[src/rtl/matrix_memory_responder.sv]
// matrix_memory_responder: memory-side responder for the matrix processor's
// start/done handshake. Owns a DEPTH x 16-bit store, clears it after reset,
// then services one read or write per handshake with a fixed LATENCY.
//
// Handshake: the initiator raises mem_start with address/data/write-enable
// and holds it. The request is accepted on the first IDLE edge that sees
// mem_start = 1. mem_done rises LATENCY edges later and stays high until an
// edge samples mem_start = 0. mem_data_out and mem_error are valid while
// mem_done = 1.
//
// Optional feature macro: MATRIX_MEM_PARITY_EN adds an even-parity bit per
// word and the mem_parity_inject input for corrupting a stored parity bit.
module matrix_memory_responder #(
   parameter int DEPTH   = 64,
   parameter int LATENCY = 2
) (
   input  logic        clock,
   input  logic        reset,
   input  logic        mem_start,
   input  logic        mem_write_enabled,
   input  logic [5:0]  mem_address,
   input  logic [15:0] mem_data_in,
`ifdef MATRIX_MEM_PARITY_EN
   input  logic        mem_parity_inject,
`endif
   output logic [15:0] mem_data_out,
   output logic        mem_done,
   output logic        mem_ready,
   output logic        mem_error,
   output logic [1:0]  dbg_state_o
);

   typedef enum logic [1:0] {
      S_INIT   = 2'd0,
      S_IDLE   = 2'd1,
      S_ACCESS = 2'd2,
      S_DONE   = 2'd3
   } state_t;

`ifdef MATRIX_MEM_PARITY_EN
   localparam int WW = 17;
`else
   localparam int WW = 16;
`endif
   localparam int             CW        = (LATENCY > 1) ? $clog2(LATENCY) : 1;
   localparam logic [6:0]     DEPTH_L   = 7'(DEPTH);
   localparam logic [5:0]     LAST_ADDR = 6'(DEPTH - 1);
   localparam logic [CW-1:0]  LAT_LOAD  = CW'(LATENCY - 1);

   state_t            state_q, state_d;
   logic [5:0]        clear_addr_q, clear_addr_d;
   logic [CW-1:0]     lat_cnt_q, lat_cnt_d;
   logic [5:0]        addr_q, addr_d;
   logic              we_q, we_d;
   logic [15:0]       wdata_q, wdata_d;
   logic [15:0]       data_out_q, data_out_d;
   logic              error_q, error_d;
`ifdef MATRIX_MEM_PARITY_EN
   logic              inj_q, inj_d;
`endif

   logic [WW-1:0]     mem_q [DEPTH];

   logic              in_range;
   logic [5:0]        rd_idx;
   logic [WW-1:0]     rd_word;
   logic              arr_we;
   logic [5:0]        arr_waddr;
   logic [WW-1:0]     arr_wdata;

   // Range check and array read of the latched request address.
   assign in_range = ({1'b0, addr_q} < DEPTH_L);
   assign rd_idx   = in_range ? addr_q : 6'd0;
   assign rd_word  = mem_q[rd_idx];

   // State and request registers; reset aborts everything and restarts the clear.
   always_ff @(posedge clock) begin
      if (reset) begin
         state_q      <= S_INIT;
         clear_addr_q <= 6'd0;
         lat_cnt_q    <= '0;
         addr_q       <= 6'd0;
         we_q         <= 1'b0;
         wdata_q      <= 16'h0000;
         data_out_q   <= 16'h0000;
         error_q      <= 1'b0;
`ifdef MATRIX_MEM_PARITY_EN
         inj_q        <= 1'b0;
`endif
      end else begin
         state_q      <= state_d;
         clear_addr_q <= clear_addr_d;
         lat_cnt_q    <= lat_cnt_d;
         addr_q       <= addr_d;
         we_q         <= we_d;
         wdata_q      <= wdata_d;
         data_out_q   <= data_out_d;
         error_q      <= error_d;
`ifdef MATRIX_MEM_PARITY_EN
         inj_q        <= inj_d;
`endif
      end
   end

   // Next-state logic: clear walk, acceptance, latency countdown, commit, release.
   always_comb begin
      state_d      = state_q;
      clear_addr_d = clear_addr_q;
      lat_cnt_d    = lat_cnt_q;
      addr_d       = addr_q;
      we_d         = we_q;
      wdata_d      = wdata_q;
      data_out_d   = data_out_q;
      error_d      = error_q;
`ifdef MATRIX_MEM_PARITY_EN
      inj_d        = inj_q;
`endif
      case (state_q)
         S_INIT: begin
            clear_addr_d = clear_addr_q + 6'd1;
            if (clear_addr_q == LAST_ADDR) begin
               clear_addr_d = 6'd0;
               state_d      = S_IDLE;
            end
         end
         S_IDLE: begin
            if (mem_start) begin
               addr_d    = mem_address;
               we_d      = mem_write_enabled;
               wdata_d   = mem_data_in;
`ifdef MATRIX_MEM_PARITY_EN
               inj_d     = mem_parity_inject;
`endif
               lat_cnt_d = LAT_LOAD;
               state_d   = S_ACCESS;
            end
         end
         S_ACCESS: begin
            if (lat_cnt_q != '0) begin
               lat_cnt_d = lat_cnt_q - CW'(1);
            end else begin
               state_d = S_DONE;
               error_d = !in_range;
               if (!we_q) begin
                  data_out_d = in_range ? rd_word[15:0] : 16'h0000;
`ifdef MATRIX_MEM_PARITY_EN
                  if (in_range && (^rd_word)) error_d = 1'b1;
`endif
               end
            end
         end
         S_DONE: begin
            if (!mem_start) begin
               error_d = 1'b0;
               state_d = S_IDLE;
            end
         end
         default: state_d = S_INIT;
      endcase
   end

   // Array write port: clear words during INIT, in-range writes at commit.
   always_comb begin
      arr_we    = 1'b0;
      arr_waddr = clear_addr_q;
      arr_wdata = '0;
      if (!reset) begin
         if (state_q == S_INIT) begin
            arr_we = 1'b1;
         end else if (state_q == S_ACCESS && lat_cnt_q == '0 && we_q && in_range) begin
            arr_we    = 1'b1;
            arr_waddr = addr_q;
`ifdef MATRIX_MEM_PARITY_EN
            arr_wdata = {(^wdata_q) ^ inj_q, wdata_q};
`else
            arr_wdata = wdata_q;
`endif
         end
      end
   end

   // Storage array; contents are defined by the INIT clear, not by reset.
   always_ff @(posedge clock) begin
      if (arr_we) mem_q[arr_waddr] <= arr_wdata;
   end

   // Outputs decoded from state and registered response.
   always_comb begin
      mem_done     = (state_q == S_DONE);
      mem_ready    = (state_q != S_INIT);
      mem_error    = error_q;
      mem_data_out = data_out_q;
      dbg_state_o  = state_q;
   end

endmodule

[config.mk]
export PLATFORM = sky130hd
export DESIGN_NAME = matrix_memory_responder
export DESIGN_NICKNAME = d
export VERILOG_FILES = /design/src/rtl/matrix_memory_responder.sv
export SDC_FILE = /design/constraint.sdc
export NUM_CORES = 1
export LEC_CHECK = 0
export CAP_MARGIN = 25
export CORE_MARGIN = 2
export CORE_UTILIZATION = 31
export DETAILED_ROUTE_END_ITERATION = 8
export GPL_TIMING_DRIVEN = 0
export PLACE_DENSITY = 0.46
export SLEW_MARGIN = 20
export SYNTH_ARGS = -nofsm -noshare
export SYNTH_HDL_FRONTEND = slang
export SYNTH_SLANG_ARGS = --single-unit
[constraint.sdc]
create_clock -name clock -period 3.7 [get_ports clock]
set_clock_uncertainty 0.15 [all_clocks]
set_input_delay 0.37 -clock clock [delete_from_list [all_inputs] [get_ports clock]]
set_output_delay 0.37 -clock clock [all_outputs]
set_load 0.02 [all_outputs]
[Word-level counts from Yosys, hierarchy flattened]
Memory sizes are Yosys's and may differ from the RTL's. A register that Yosys moved wholly into a read port is not among the register bits.
Index checks and enable logic that the tools add are counted.
W data, S select, Z words.
Word-level totals
  word-level logic and storage cells: 54
  memories kept: 1
  bits in writable memories: 1024
  input port bits: 26
  register bits: 33
Memory list
  mem_q: words 64, width 16, read ports 1, clocked after Yosys merged registers in 1, wr ports 1, RTL line 62  | logic [WW-1:0] mem_q [DEPTH];
Operators by class
  bitwise gates (word level): 2
  add/subtract/negate cells: 2
  eq/ne operators: 8
  reductions and logical operators: 11
  muxes and demuxes: 23
Operators with widths (count)
  $mux W16: 3
  $mux W6: 4
  $mux W1: 9
  $mux W2: 4
  $ne A2 B2 Y1 const B: 4
  $pmux W2 S4: 1
  $add A6 B1 Y6 const B: 1
  $eq A6 B6 Y1 const B: 1
  $reduce_and A3 Y1: 2
  $reduce_bool A2 Y1: 3
  $eq A2 B2 Y1 const B: 2
  $pmux W1 S2: 2
  $reduce_and A2 Y1: 2
  $reduce_and A4 Y1: 1
  $eq A2 B1 Y1 const B: 1
  $logic_and A1 B1 Y1: 2
  $logic_not A2 Y1: 1
  $not A1 Y1: 2
  $sub A1 B1 Y1 const B: 1

[Depth between registers and ports, before layout]
  depth after elaboration: 8
  depth in mapped cells: 10
  mapped depth without buffers: 7

[Worst setup path before layout]
No wires, ideal clock.
  path kind: reg-to-reg
  start point: reg state_q[0], in the netlist dbg_state_o[0]
  end point: mem mem_q[7][0] (enable)
  cell stages (with the launch flop): 11
  slack: 0.179 ns
  buffers on the path: 3
  setup time: 0.388 ns
  data arrival time: 2.982 ns
  data required time: 3.162 ns
  cell sequence: dfxtp_1 inv_1 ha_1 clkbuf_1 nor2_1 and4b_1 clkbuf_1 clkbuf_1 mux2i_1 nand2_1 nor2_1
On the way
  cells in the longest elaborated chain, start to end: 8
  elaborated cells between the ends (all ways): 12
RTL lines
  start: declaration: RTL line 50  | state_t state_q, state_d;
  start signal: assignment: RTL line 91  | state_q <= state_d;
  $eq A2 B2 Y1: RTL line 170  | end else if (state_q == S_ACCESS && lat_cnt_q == '0 && we_q && in_range) begin
  $logic_and A1 B1 Y1 (2 in series): RTL line 170
  $mux W1: RTL line 170
  $mux W1: RTL line 168  | if (state_q == S_INIT) begin
  $mux W1: RTL line 167  | if (!reset) begin
  $mux W1: RTL line 184  | if (arr_we) mem_q[arr_waddr] <= arr_wdata;
  $mux W1 (implied by the code): RTL line 184
  end: declaration: RTL line 62
Parallel ways exist; a longest one is shown, timed or not.

[Final worst setup path]
  start point: reg state_q[1], in the netlist dbg_state_o[1]
  end point: mem mem_q[10][3] (enable)
The elaborated chain is that of the path after synthesis.

==> flow_summary.ini <==
[synthesis]
synth_cells = 2066
synthAdderAreaFrac = 0.001813
synth_flop_cell = edfxtp_1
synth_area_mm2 = 0.04140
synth-edff-count = 1024
synth_xor_area_frac = 0.0006347
synth_compound_area_frac = 0.04150
avgSynthCellArea_um2 = 20.04
ys_ff_latch = 1072
synth_cell_types = 45
synthArstFlopShare = 0
synth_top_family_by_area = multiplexers
synthSimpleGateAreaFrac = 0.03095
yosysWarnings = 0
syn_nets = 2098
synth.area.mux_share = 0.1444
yosysSeqAreaShare = 0.7660

[critical_path]
end_kind = register
arrival_ns = 3.93
critPathBufInv = 3
crit_family = simple AND/OR/NAND/NOR gates
crit_chain = inv_1 > ha_1 > clkbuf_1 > nor2_2 > and4b_2 > mux2i_2 > nand2_2 > nor2_4 > buf_6
max_stage_delay_ns = 0.50
critPathLaunchType = register
worstSetupPathType = reg2reg
path_max_fanout = 12
cp_slowest_cell = mux2i_2
crit_required_ns = 3.95

[sta]
worst_pin_slew_ns = 1.020
holdWs_ns = 0.07782
drv_slew = 0
min_period_ns = 3.685
setup_viol = 0
hold_viol_final = 0
rsz0062_at_grt = yes
slew_headroom = 0.3198
max_freq_ghz = 0.2714
min_period_over_period = 0.9960

[cts]
cts_sinks = 1072
holdBufCountCts = 0
insertion_delay_ns = 0.70
root_buffer = clkbuf_16
cts_tree = yes
path_clk_slew_ns = 0.06
cts_buffers = 103
cts_max_path_buffers = 3
h-tree-depth = 3

[grt]
antenna_found_initial = 3
track_usage = 0.1636
grt_pass1_wl_um = 158200
grt_pass1_vias = 21230
grt_max_degree = 65
globalRoute.totalOverflow = 0

[drt]
wl_per_cell_um = 27.17
postRouteAntennaNets = 0
vias = 21100
totalWireLength_um = 114100
first_iter_violations = 1957
vias_per_cell = 5.025
drcViolationCount = 0
first_pass_iters = 5

[placement]
io_buffers = 45
place_area_mm2 = 0.04536
place.gp.congestion = 0.8380
place_hpwl_um = 75740

[final_layout]
final_cell_mix = edfxtp_1, mux4_2, mux2i_1
synthToLayoutAreaGrowth_pct = 19.51
drive_above_1_share = 0.2636
postLayoutCellArea_mm2 = 0.04948
layout_commonest_cell = edfxtp_1
final_nets = 2374

[floorplanning]
die_w_um = 369.4
rows = 134
initial_core_util = 0.3114
die_area_mm2 = 0.1365
io_pins = 47
core_mm2 = 0.1330
die_h_um = 369.4

[power_and_ir_drop]
ir_drop_mv = 0.3668
power_leakage_nw = 15.14
power.density_mw_per_mm2 = 475.6

[job]
max_cap_violations = 0

[worst_hold_path]
worstHoldPathType = in2reg

[outcome]
outcome = complete, no violations
[registers in the layout, indices dropped and copies added, names as in the netlist]
| signal | cells |
|---|---|
| addr_q | 6 |
| clear_addr_q | 6 |
| dbg_state_o | 2 |
| lat_cnt_q | 1 |
| mem_data_out | 16 |
| mem_q | 1024 |
| wdata_q | 16 |
| we_q | 1 |
[synthesized netlist by cell type, types with 2 or more instances]
master,n,area (um2)
clkbuf_1,62,232.7
nand3_1,35,175.2
a22o_1,16,140.1
a22oi_1,113,848.3
mux2_2,4,45.04
dfxtp_1,48,960.9
or3_1,16,100.1
inv_1,4,15.01
and3_1,3,18.77
and2_1,20,125.1
buf_1,9,33.78
nor2b_1,7,43.79
nor3_1,4,20.02
mux4_2,174,3919
a31oi_1,17,106.4
buf_4,3,22.52
edfxtp_1,1024,30750
nand4b_1,2,17.52
o211ai_1,17,127.6
buf_12,2,40.04
mux2i_1,154,1541
a21oi_1,46,230.2
nand2_1,91,341.6
a221oi_2,16,240.2
nand2b_1,10,62.56
nand4_1,3,18.77
xor2_1,2,17.52
buf_2,42,210.2
buf_6,4,45.04
mux4_1,18,473.0
nor2_1,81,304.0
ha_1,6,75.07
[path summary, 6_finish.rpt]
kind                       start            to  slack (ns)  cells past startpoint
setup reg to reg  dbg_state_o[1]  mem_q[10][3]        0.01                      9
hold / removal    mem_data_in[6]    wdata_q[6]        0.08                      3
setup / recovery  dbg_state_o[1]  mem_q[10][3]        0.01                      9
hold reg to reg      wdata_q[15]   wdata_q[15]        0.30                      2
[what timing repair did]
item,CTS,global route
endpoints found under the hold margin,0,0
cloned,1,5
endpoints found under the setup margin,1372,1088
gates resized for setup,70,15
pin swaps,13,12
setup buffers,19,27
[final cells by class]
class / instances / area (um2)
Timing Repair Buffer: 166 / 2018
Clock inverter: 60 / 475.5
Fill cell: 12160 / 83480
Sequential cell: 1072 / 31710
Buffer: 122 / 605.6
Inverter: 4 / 15.01
Multi-Input combinational cell: 873 / 9654
Tap cell: 1768 / 2212
Clock buffer: 127 / 2770
Antenna cell: 6 / 15.01
[kinds of logic (layout without fill, tap and decap cells)]
family          Yosys count  in the layout
flops                  1072           1072
compound gates          229            229
fa+ha+maj                 6              6
other cells               1              7
buf+inv                 127            479
mux                     350            350
simple gates            278            284
xor+xnor                  3              3
[report_power, final]
group          switching [mW]  total (mW)  internal [mW]
sequential             0.0107        13.1           13.1
combinational           0.123       0.196         0.0734
clock                    4.53        10.2           5.67
[metal layers]
metal | GRT usage | share of wire | vias up
met1 | 0.2288 | 0.44 | 11230
li1 | - | - | 9093
met4 | 0.05110 | 0.026 | 2
met5 | 0 | 0.000096 | -
met3 | 0.02182 | 0.055 | 131
met2 | 0.2651 | 0.48 | 641
[worst register-to-register path: cells and delay by family, from the launching register on]
kind	cells	cell delay, ns
and+or+nand+nor	4	1.44
muxes	1	0.51
DFF	1	0.47
adders and majority gates	1	0.19
buffers and inverters	3	0.62
[metrics by stage]
stage / setup TNS, ns / setup WS, ns / utilization / power, mW / cells
3_5_place_dp: -409.59 / -0.7709 / 0.3412 / 13.57 / 3954
5_1_grt: -15.06 / -0.1855 / 0.3720 / 24.19 / 4192
3_3_place_gp: -2607.21 / -2.015 / 0.3314 / 13.56 / 3879
6_report: 0 / 0.01495 / 0.3721 / 23.53 / 4198
2_1_floorplan: 0 / 0.1791 / - / 13.47 / 2066
4_1_cts: -0.2868 / -0.02247 / 0.3696 / 23.73 / 4161
Note: power is estimated with default switching activity, not from simulation.
